--- src/rtl/run_dump_pkg.sv ---
// Shared types and constants for the run-control / state-dump sequencer.
package run_dump_pkg;

    typedef enum logic [2:0] {
        IDLE,
        RUN,
        RD,
        SEND,
        DONE
    } state_e;

    localparam logic [1:0] CAUSE_NONE   = 2'b00;
    localparam logic [1:0] CAUSE_BUDGET = 2'b01;
    localparam logic [1:0] CAUSE_IDLE   = 2'b10;

endpackage

--- src/rtl/run_dump_ctrl_if.sv ---
// Debug read port plus back-pressured dump stream between the sequencer and the harness.
interface run_dump_ctrl_if #(
    parameter int unsigned DATA_W = 32,
    parameter int unsigned IDX_W  = 6
);

    logic              dbg_sel_o;
    logic [IDX_W-1:0]  dbg_addr_o;
    logic [DATA_W-1:0] dbg_data_i;
    logic              dump_valid_o;
    logic              dump_ready_i;
    logic [DATA_W-1:0] dump_data_o;
    logic [IDX_W-1:0]  dump_idx_o;

    modport master (
        output dbg_sel_o,
        output dbg_addr_o,
        input  dbg_data_i,
        output dump_valid_o,
        input  dump_ready_i,
        output dump_data_o,
        output dump_idx_o
    );

    modport slave (
        input  dbg_sel_o,
        input  dbg_addr_o,
        output dbg_data_i,
        input  dump_valid_o,
        output dump_ready_i,
        input  dump_data_o,
        input  dump_idx_o
    );

endinterface

--- src/rtl/run_halt_det.sv ---
// Run-cycle budget counter and PC-stall halt detector; raises stop while enabled.
module run_halt_det
    import run_dump_pkg::*;
#(
    parameter int unsigned ADDR_W     = 32,
    parameter int unsigned MAX_CYCLES = 150,
    parameter int unsigned IDLE_LIMIT = 8
) (
    input  logic              clk,
    input  logic              rst,
    input  logic              en,
    input  logic [ADDR_W-1:0] pc,
    output logic              stop,
    output logic [1:0]        cause,
    output logic [31:0]       cycle_cnt
);

    logic [ADDR_W-1:0] pc_prev;
    logic [31:0]       idle_cnt;
    logic [31:0]       cycle_q;
    logic              pc_same;
    logic              budget_hit;
    logic              idle_hit;

    assign pc_same    = (pc == pc_prev);
    assign budget_hit = en && (cycle_q == 32'(MAX_CYCLES - 1));
    assign idle_hit   = en && pc_same && (idle_cnt == 32'(IDLE_LIMIT - 1));

    assign stop      = budget_hit || idle_hit;
    assign cause     = (budget_hit ? CAUSE_BUDGET : CAUSE_NONE) |
                       (idle_hit ? CAUSE_IDLE : CAUSE_NONE);
    assign cycle_cnt = cycle_q;

    // pc_prev tracks the PC every cycle so the first RUN cycle compares against IDLE's PC
    always_ff @(posedge clk or negedge rst) begin
        if (!rst) begin
            pc_prev  <= '0;
            idle_cnt <= '0;
            cycle_q  <= '0;
        end else begin
            pc_prev <= pc;
            if (en) begin
                if (cycle_q != '1) begin
                    cycle_q <= cycle_q + 32'd1;
                end
                idle_cnt <= pc_same ? idle_cnt + 32'd1 : '0;
            end else begin
                idle_cnt <= '0;
            end
        end
    end

endmodule

--- src/rtl/run_dump_ctrl.sv ---
// Run-control and state-dump sequencer: run the CPU, stop on budget/idle, stream regs then memory.
// Optional running checksum is enabled by defining RUN_DUMP_CHECKSUM_EN.
module run_dump_ctrl
    import run_dump_pkg::*;
#(
    parameter int unsigned ADDR_W     = 32,
    parameter int unsigned DATA_W     = 32,
    parameter int unsigned REG_CNT    = 32,
    parameter int unsigned MEM_WORDS  = 32,
    parameter int unsigned MAX_CYCLES = 150,
    parameter int unsigned IDLE_LIMIT = 8,
    parameter int unsigned IDX_W      = $clog2(REG_CNT + MEM_WORDS)
) (
    input  logic                   clk,
    input  logic                   rst,
    input  logic [ADDR_W-1:0]      pc_i,
    output logic                   cpu_en_o,
    run_dump_ctrl_if.master        bus,
    output logic                   done_o,
    output logic [1:0]             halt_cause_o,
    output logic [31:0]            cycle_cnt_o,
    output logic [DATA_W-1:0]      checksum_o
);

    localparam logic [IDX_W-1:0] LastIdx = IDX_W'(REG_CNT + MEM_WORDS - 1);
    localparam logic [IDX_W-1:0] RegBase = IDX_W'(REG_CNT);

    state_e            state_q, state_d;
    logic [IDX_W-1:0]  k_q;
    logic [IDX_W-1:0]  idx_q;
    logic [DATA_W-1:0] data_q;
    logic [1:0]        cause_q;
    logic              stop;
    logic [1:0]        cause;
    logic              in_run;
    logic              beat_fire;
    logic              mem_sel;

    assign in_run    = (state_q == RUN);
    assign beat_fire = (state_q == SEND) && bus.dump_ready_i;
    assign mem_sel   = (k_q >= RegBase);

    run_halt_det #(
        .ADDR_W    (ADDR_W),
        .MAX_CYCLES(MAX_CYCLES),
        .IDLE_LIMIT(IDLE_LIMIT)
    ) u_halt_det (
        .clk      (clk),
        .rst      (rst),
        .en       (in_run),
        .pc       (pc_i),
        .stop     (stop),
        .cause    (cause),
        .cycle_cnt(cycle_cnt_o)
    );

    always_comb begin
        state_d = state_q;
        unique case (state_q)
            IDLE: state_d = RUN;
            RUN:  if (stop) state_d = RD;
            RD:   state_d = SEND;
            SEND: if (bus.dump_ready_i) state_d = (k_q == LastIdx) ? DONE : RD;
            DONE: state_d = DONE;
            default: state_d = IDLE;
        endcase
    end

    always_ff @(posedge clk or negedge rst) begin
        if (!rst) begin
            state_q <= IDLE;
            k_q     <= '0;
            idx_q   <= '0;
            data_q  <= '0;
            cause_q <= CAUSE_NONE;
        end else begin
            state_q <= state_d;
            if (in_run && stop) begin
                cause_q <= cause;
            end
            if (state_q == RD) begin
                data_q <= bus.dbg_data_i;
                idx_q  <= k_q;
            end
            if (beat_fire) begin
                k_q <= k_q + IDX_W'(1);
            end
        end
    end

`ifdef RUN_DUMP_CHECKSUM_EN
    logic [DATA_W-1:0] csum_q;

    always_ff @(posedge clk or negedge rst) begin
        if (!rst) begin
            csum_q <= '0;
        end else if (beat_fire) begin
            csum_q <= csum_q + data_q;
        end
    end

    assign checksum_o = csum_q;
`else
    assign checksum_o = '0;
`endif

    assign cpu_en_o         = in_run;
    assign done_o           = (state_q == DONE);
    assign halt_cause_o     = cause_q;
    assign bus.dbg_sel_o    = mem_sel;
    assign bus.dbg_addr_o   = mem_sel ? (k_q - RegBase) : k_q;
    // valid is decoded from state so an asynchronous reset drops it immediately
    assign bus.dump_valid_o = (state_q == SEND);
    assign bus.dump_data_o  = data_q;
    assign bus.dump_idx_o   = idx_q;

endmodule

--- src/flat_wrapper.sv ---
// flat-port wrapper written by rule: the top's interface ports become plain ports
module run_dump_ctrl_flat import run_dump_pkg::*;
#(
    parameter int unsigned ADDR_W     = 32,
    parameter int unsigned DATA_W     = 32,
    parameter int unsigned REG_CNT    = 32,
    parameter int unsigned MEM_WORDS  = 32,
    parameter int unsigned MAX_CYCLES = 150,
    parameter int unsigned IDLE_LIMIT = 8,
    parameter int unsigned IDX_W      = $clog2(REG_CNT + MEM_WORDS)
)
  (clk, rst, pc_i, cpu_en_o, done_o, halt_cause_o, cycle_cnt_o, checksum_o, bus_dbg_sel_o, bus_dbg_addr_o, bus_dbg_data_i, bus_dump_valid_o, bus_dump_ready_i, bus_dump_data_o, bus_dump_idx_o);
  run_dump_ctrl_if #(.DATA_W(DATA_W), .IDX_W(IDX_W)) bus_i ();
  input  logic clk;
  input  logic rst;
  input  logic [ADDR_W-1:0] pc_i;
  output logic cpu_en_o;
  output logic done_o;
  output logic [1:0] halt_cause_o;
  output logic [31:0] cycle_cnt_o;
  output logic [DATA_W-1:0] checksum_o;
  output wire logic [$bits(bus_i.dbg_sel_o)-1:0] bus_dbg_sel_o;
  output wire logic [$bits(bus_i.dbg_addr_o)-1:0] bus_dbg_addr_o;
  input wire logic [$bits(bus_i.dbg_data_i)-1:0] bus_dbg_data_i;
  output wire logic [$bits(bus_i.dump_valid_o)-1:0] bus_dump_valid_o;
  input wire logic [$bits(bus_i.dump_ready_i)-1:0] bus_dump_ready_i;
  output wire logic [$bits(bus_i.dump_data_o)-1:0] bus_dump_data_o;
  output wire logic [$bits(bus_i.dump_idx_o)-1:0] bus_dump_idx_o;
  assign bus_dbg_sel_o = bus_i.dbg_sel_o;
  assign bus_dbg_addr_o = bus_i.dbg_addr_o;
  assign bus_i.dbg_data_i = bus_dbg_data_i;
  assign bus_dump_valid_o = bus_i.dump_valid_o;
  assign bus_i.dump_ready_i = bus_dump_ready_i;
  assign bus_dump_data_o = bus_i.dump_data_o;
  assign bus_dump_idx_o = bus_i.dump_idx_o;
  run_dump_ctrl #(.ADDR_W(ADDR_W), .DATA_W(DATA_W), .REG_CNT(REG_CNT), .MEM_WORDS(MEM_WORDS), .MAX_CYCLES(MAX_CYCLES), .IDLE_LIMIT(IDLE_LIMIT), .IDX_W(IDX_W)) u_core (.clk(clk), .rst(rst), .pc_i(pc_i), .cpu_en_o(cpu_en_o), .bus(bus_i), .done_o(done_o), .halt_cause_o(halt_cause_o), .cycle_cnt_o(cycle_cnt_o), .checksum_o(checksum_o));
endmodule
--- config.mk ---
export PLATFORM = sky130hd
export DESIGN_NAME = run_dump_ctrl_flat
export DESIGN_NICKNAME = d
export VERILOG_FILES = /design/src/rtl/run_dump_pkg.sv /design/src/rtl/run_dump_ctrl_if.sv /design/src/rtl/run_halt_det.sv /design/src/rtl/run_dump_ctrl.sv /design/src/flat_wrapper.sv
export SDC_FILE = /design/constraint.sdc
export NUM_CORES = 1
export LEC_CHECK = 0
export CAP_MARGIN = 20
export CORE_MARGIN = 1
export CORE_UTILIZATION = 45
export DETAILED_ROUTE_END_ITERATION = 16
export PLACE_DENSITY = 0.75
export SETUP_SLACK_MARGIN = 0.05
export SYNTH_ARGS = -nofsm -noshare
export SYNTH_HDL_FRONTEND = slang
export SYNTH_SLANG_ARGS = --single-unit
--- constraint.sdc ---
create_clock -name clk -period 4.2 [get_ports clk]
set_input_delay 0.84 -clock clk [delete_from_list [all_inputs] [get_ports clk]]
set_output_delay 0.84 -clock clk [all_outputs]
set_load 0.02 [all_outputs]
### Word-level counts from Yosys, hierarchy flattened

Cells that the tools add are included.

| cells by class | value |
|---|---|
| add/subtract/negate cells | 4 |
| $lt $le $gt $ge | 1 |
| eq/ne operators | 11 |
| muxes and demuxes | 9 |
| bitwise gates (word level) | 1 |
| reductions and logical operators | 9 |

Operators by type and width:

| operator | number |
|---|---|
| adder 32 x 1 -> 32 bit, second input constant | 2 |
| 2-to-1 mux 32 bit | 2 |
| == test 32 x 3 -> 1 bit, second input constant | 1 |
| == test 32 bit | 1 |
| == test 32 x 8 -> 1 bit, second input constant | 1 |
| inequality test 32 bit, second input constant | 1 |
| case mux 3 bit (5 select lines) | 1 |
| 2-to-1 mux 3 bit | 3 |
| adder 6 x 1 -> 6 bit, second input constant | 1 |
| == test 3 x 2 -> 1 bit, second input constant | 2 |
| == test 6 bit, second input constant | 1 |
| greater-or-equal comparator 6 bit, second input constant | 1 |
| 2-to-1 mux 6 bit | 1 |
| subtractor 6 bit, second input constant | 1 |
| logical AND 1 bit | 5 |
| inequality test 2 x 1 -> 1 bit, second input constant | 2 |
| AND reduction 2 bit | 2 |
| == test 3 x 1 -> 1 bit, second input constant | 1 |
| == test 3 bit, second input constant | 1 |
| zero test 3 bit | 1 |
| 2-to-1 mux 2 bit | 1 |
| bitwise OR 1 x 2 -> 2 bit | 1 |
| logical OR 1 bit | 1 |
| 2-to-1 mux 1 bit | 1 |

| storage, ports and cells | value |
|---|---|
| register bits after elaboration | 145 |
| input port bits | 67 |
| output and inout bits | 114 |

### Depth between registers and ports, before layout

| depth | value |
|---|---|
| word-level depth | 6 |
| mapped depth | 8 |

### Hierarchy

From an unflattened synthesis, not the netlist that was laid out.

| unflattened totals | value |
|---|---|
| cell total of the unflattened synthesis | 573 |
| area, all modules | 6,688.9 um2 |

Modules (own cells, without submodules):

| module | instances | cells each | area each (um2) |
|---|---|---|---|
| run_halt_det | 1 | 403 | 4,443.0 |
| run_dump_ctrl | 1 | 170 | 2,245.9 |

### Least setup slack after synthesis

OpenSTA, ideal clock, no wires.

| timing | value |
|---|---|
| path type | input-to-reg |
| start | input pc_i[15] |
| end | register u_core.u_halt_det.idle_cnt[9] |
| setup time | 72 ps |
| arrival | 1,982 ps |
| required time | 4,128 ps |
| path slack | 2,146 ps |
| stages | 6 |
| path buffers | 1 |
| path through | xnor2_1 > nand4_1 > nor4_1 > nand3_2 > buf_6 > nor2_1 |

| on the way | value |
|---|---|
| word-level cells in the longest chain between the ends | 3 |

RTL lines:

| what | RTL line | text |
|---|---|---|
| from (decl) | flat_wrapper.sv:16 | `input logic [ADDR_W-1:0] pc_i;` |
| == test 32 bit | run_halt_det.sv:25 | `assign pc_same = (pc == pc_prev);` |
| 2-to-1 mux 32 bit | run_halt_det.sv:46 | `idle_cnt <= pc_same ? idle_cnt + 32'd1 : '0;` |
| 2-to-1 mux 32 bit | run_halt_det.sv:42 | `if (en) begin` |
| to (signal assigned) | run_halt_det.sv:46 |  |
| to (decl) | run_halt_det.sv:19 | `logic [31:0] idle_cnt;` |

Every way passes these cells.
A chain may end at the register's enable or synchronous reset.

### Worst setup path in the final report

| timing | value |
|---|---|
| start | register u_core.state_q[2] |
| end | output cpu_en_o |

| on the way | value |
|---|---|
| word-level cells in the longest chain between the ends | 1 |

RTL lines:

| what | RTL line | text |
|---|---|---|
| from (decl) | run_dump_ctrl.sv:28 | `state_e state_q, state_d;` |
| from (signal assigned) | run_dump_ctrl.sv:77 | `state_q <= state_d;` |
| == test 3 x 1 -> 1 bit | run_dump_ctrl.sv:39 | `assign in_run = (state_q == RUN);` |
| to (decl) | flat_wrapper.sv:17 | `output logic cpu_en_o;` |

Every way passes these cells.

==> results.yml <==
final_layout:
  layout-drive-gt1-share_pct: 12.6
  mostFrequentLayoutCell: "clkdlybuf4s50_1"
  layout_common_cells: "146 x clkdlybuf4s50_1, 145 x dfrtp_1, 58 x xnor2_1, 56 x nor2_1, 39 x mux2_2"
  finalNetCount: 800
  area_delta_synth_final_pct: 31.5
  fin_util_pct: 60.6
  antenna_cells: 0
  final_cell_count_no_fill: 925
  final_area_um2: 8780
clock_network:
  clk_latency_ps: 410
  clk_pin_slew_ps: 60
  cts.repair.resized: 0
  cts_tree: "yes"
  clock-sinks: 145
  cts_inserted_buffers: 17
  postCtsSetupBuffers: 0
  cts_hold_buf: 0
  root_buffer: "clkbuf_16"
  clock_path_buffers: 2
  ctsHtreeMaxLevel: 4
power_and_ir_drop:
  clkPwrFrac_pct: 35.0
  power.switching_mw: 1.19
  pwr-share-seq_pct: 40.2
  irDropWorstVdd_v: 0.000406
  p_leak_nw: 3.69
  power.density_nw_per_um2: 489
  power_frac_comb_pct: 24.8
  p_total_mw: 4.29
  p_int_mw: 3.10
  swShare_pct: 27.8
synth:
  synth_area_um2: 6680
  ys.flop_type: "dfrtp_1"
  ys_types: 50
  yosysWarnings: 0
  synth.ff_latch_count: 145
  avgSynthCellArea_um2: 11.6
  synthArstFlopShare_pct: 100
  synth_sequential_area_ratio_pct: 54.4
  synth_edf_count: 0
  synth_cells: 576
drt:
  final_antenna_net_count: 0
  num_vias: 4744
  drt_iter0_drc: 240
  routed_wl_mm: 14.2
  post-route-drc-count: 0
  dr.pass1.iters: 4
  vias_per_cell: 5.13
  routedWlPerCell_um: 15.4
timing:
  tns_ps: 0
  period_share_pct: 73.4
  finalCriticalPeriod_ps: 3080
  maxSlewViolCount: 0
  setup_ws_ps: 1120
  setup_viol: 0
  finClkSkew_ps: 8.62
  rsz0062_at_grt: "no"
  report.final.hold_viol_count: 0
  slew_headroom_pct: 49.8
  fmax_mhz: 324
  whs_ps: 348
  worstMarginPinSlew_ps: 749
setup_path:
  cp_max_fo: 9
  critPathKind: "reg -> out"
  cp_slowest_cell: "clkdlybuf4s50_1"
  path_cells: "or3b_1 > clkinv_4 > clkdlybuf4s50_1"
  crit_path_start_kind: "flop"
  worstPathArrival_ps: 2240
  critical_path.top_delay_family: "buffers and inverters"
  required_ps: 3360
  slowest_delay_ps: 630
  crit_buf_inv: 2
  end_kind: "primary output"
floorplan:
  initial_core_util_pct: 46.1
  design.die.area_um2: 15300
  die_h_um: 124
  die_x_um: 124
  ios: 181
  core_area_um2: 14500
  rows: 44
global_routing:
  grt_usage_pct: 19.9
  grt_pass1_wl_mm: 23.4
  grt_overflow_total: 0
  grt_pass1_vias: 4800
  antenna_found_initial: 0
  grt_max_degree: 113
min_path:
  min_path_type: "in -> async"
placed_design:
  dp.cells: 892
  port_buffers: 147
  place_congestion: 0.826
  dp_slack_ps: 932
  placed_area_um2: 8160
  dp_hpwl_mm: 10.0
job:
  cap_violations: 0
status:
  outcome: "complete, no violations"
==> registers in the layout (all words and copies together), names as in the netlist <==
name and count:
u_core.u_halt_det.idle_cnt 32, u_core.state_q 3, u_core.bus.dump_idx_o 6, u_core.u_halt_det.cycle_cnt 32, u_core.bus.dump_data_o 32, u_core.u_halt_det.pc_prev 32
u_core.k_q 6, u_core.halt_cause_o 2
==> worst paths after layout <==
check	slack (ps)	endpoint	startpoint	depth (start not counted)
setup / recovery	1120	cpu_en_o	u_core.state_q[2]	3
hold / removal	350	u_core.bus.dump_data_o[17]	rst	1
setup reg to reg	1650	u_core.u_halt_det.idle_cnt[16]	u_core.state_q[2]	6
hold reg to reg	480	u_core.u_halt_det.idle_cnt[0]	u_core.u_halt_det.idle_cnt[0]	1
max in group asynchronous	3200	u_core.u_halt_det.pc_prev[26]	rst	2
min in group clk	480	u_core.u_halt_det.idle_cnt[0]	u_core.u_halt_det.idle_cnt[0]	1
==> layout make-up <==
class,instances,area (um^2)
fillers,1152,5700
clock inverters,12,140
flip-flops and latches,145,3630
multi-input cells,400,2750
repair buffers,153,1540
clock buffers,20,447
inverters,11,46.3
well taps,184,230
==> cell families after synthesis <==
group / synth area share, %
and+or+nand+nor: 17.2
DFF: 54.4
xor gates and xnor gates: 12.7
buffers and inverters: 6.37
muxes: 6.73
AOI/OAI and AO/OA: 1.63
adders and majority gates: 0.937
other: 0.0562
==> per-layer routing <==
| layer | track usage [%] | wire (um) |
|---|---|---|
| met4 | 6.17 | 208 |
| met5 | 0 | 0 |
| met3 | 6.23 | 904 |
| met2 | 32.1 | 6990 |
| met1 | 25.5 | 6100 |
==> cell usage after synthesis (6+ instances only) <==
cell     count  area share (%)
nor2_1      56             3.1
nor3_1       9            0.67
nor4_1      16             1.5
mux2_2      39             6.6
dfrtp_1    145              54
nand2_1     24             1.3
and3_1      10            0.94
nand3_1     31             2.3
xor2_1      37             4.9
buf_4       39             4.4
xnor2_1     58             7.6
inv_1       10            0.56
nand4_1     29             2.7
and4_1       6            0.79
==> worst register-to-register path: stages, from the launching register on <==
cell and delay, ps:
dfrtp_1 450, or3b_1 600, clkinv_4 150, nand3_2 70, nor3_2 330, nand3_2 560
nor2_1 300
==> power by group through the flow <==
stage                     Clock [mW]  Sequential [mW]  Combinational (mW)
after detailed placement           0             1.75                1.07
final                           1.50             1.73                1.06
after CTS                       1.53             1.73                1.07
after global routing            1.59             1.76                1.14
after floorplan                    0             1.91               0.424
after global placement             0             1.74                1.05
Power figures use the tool's default switching activity.
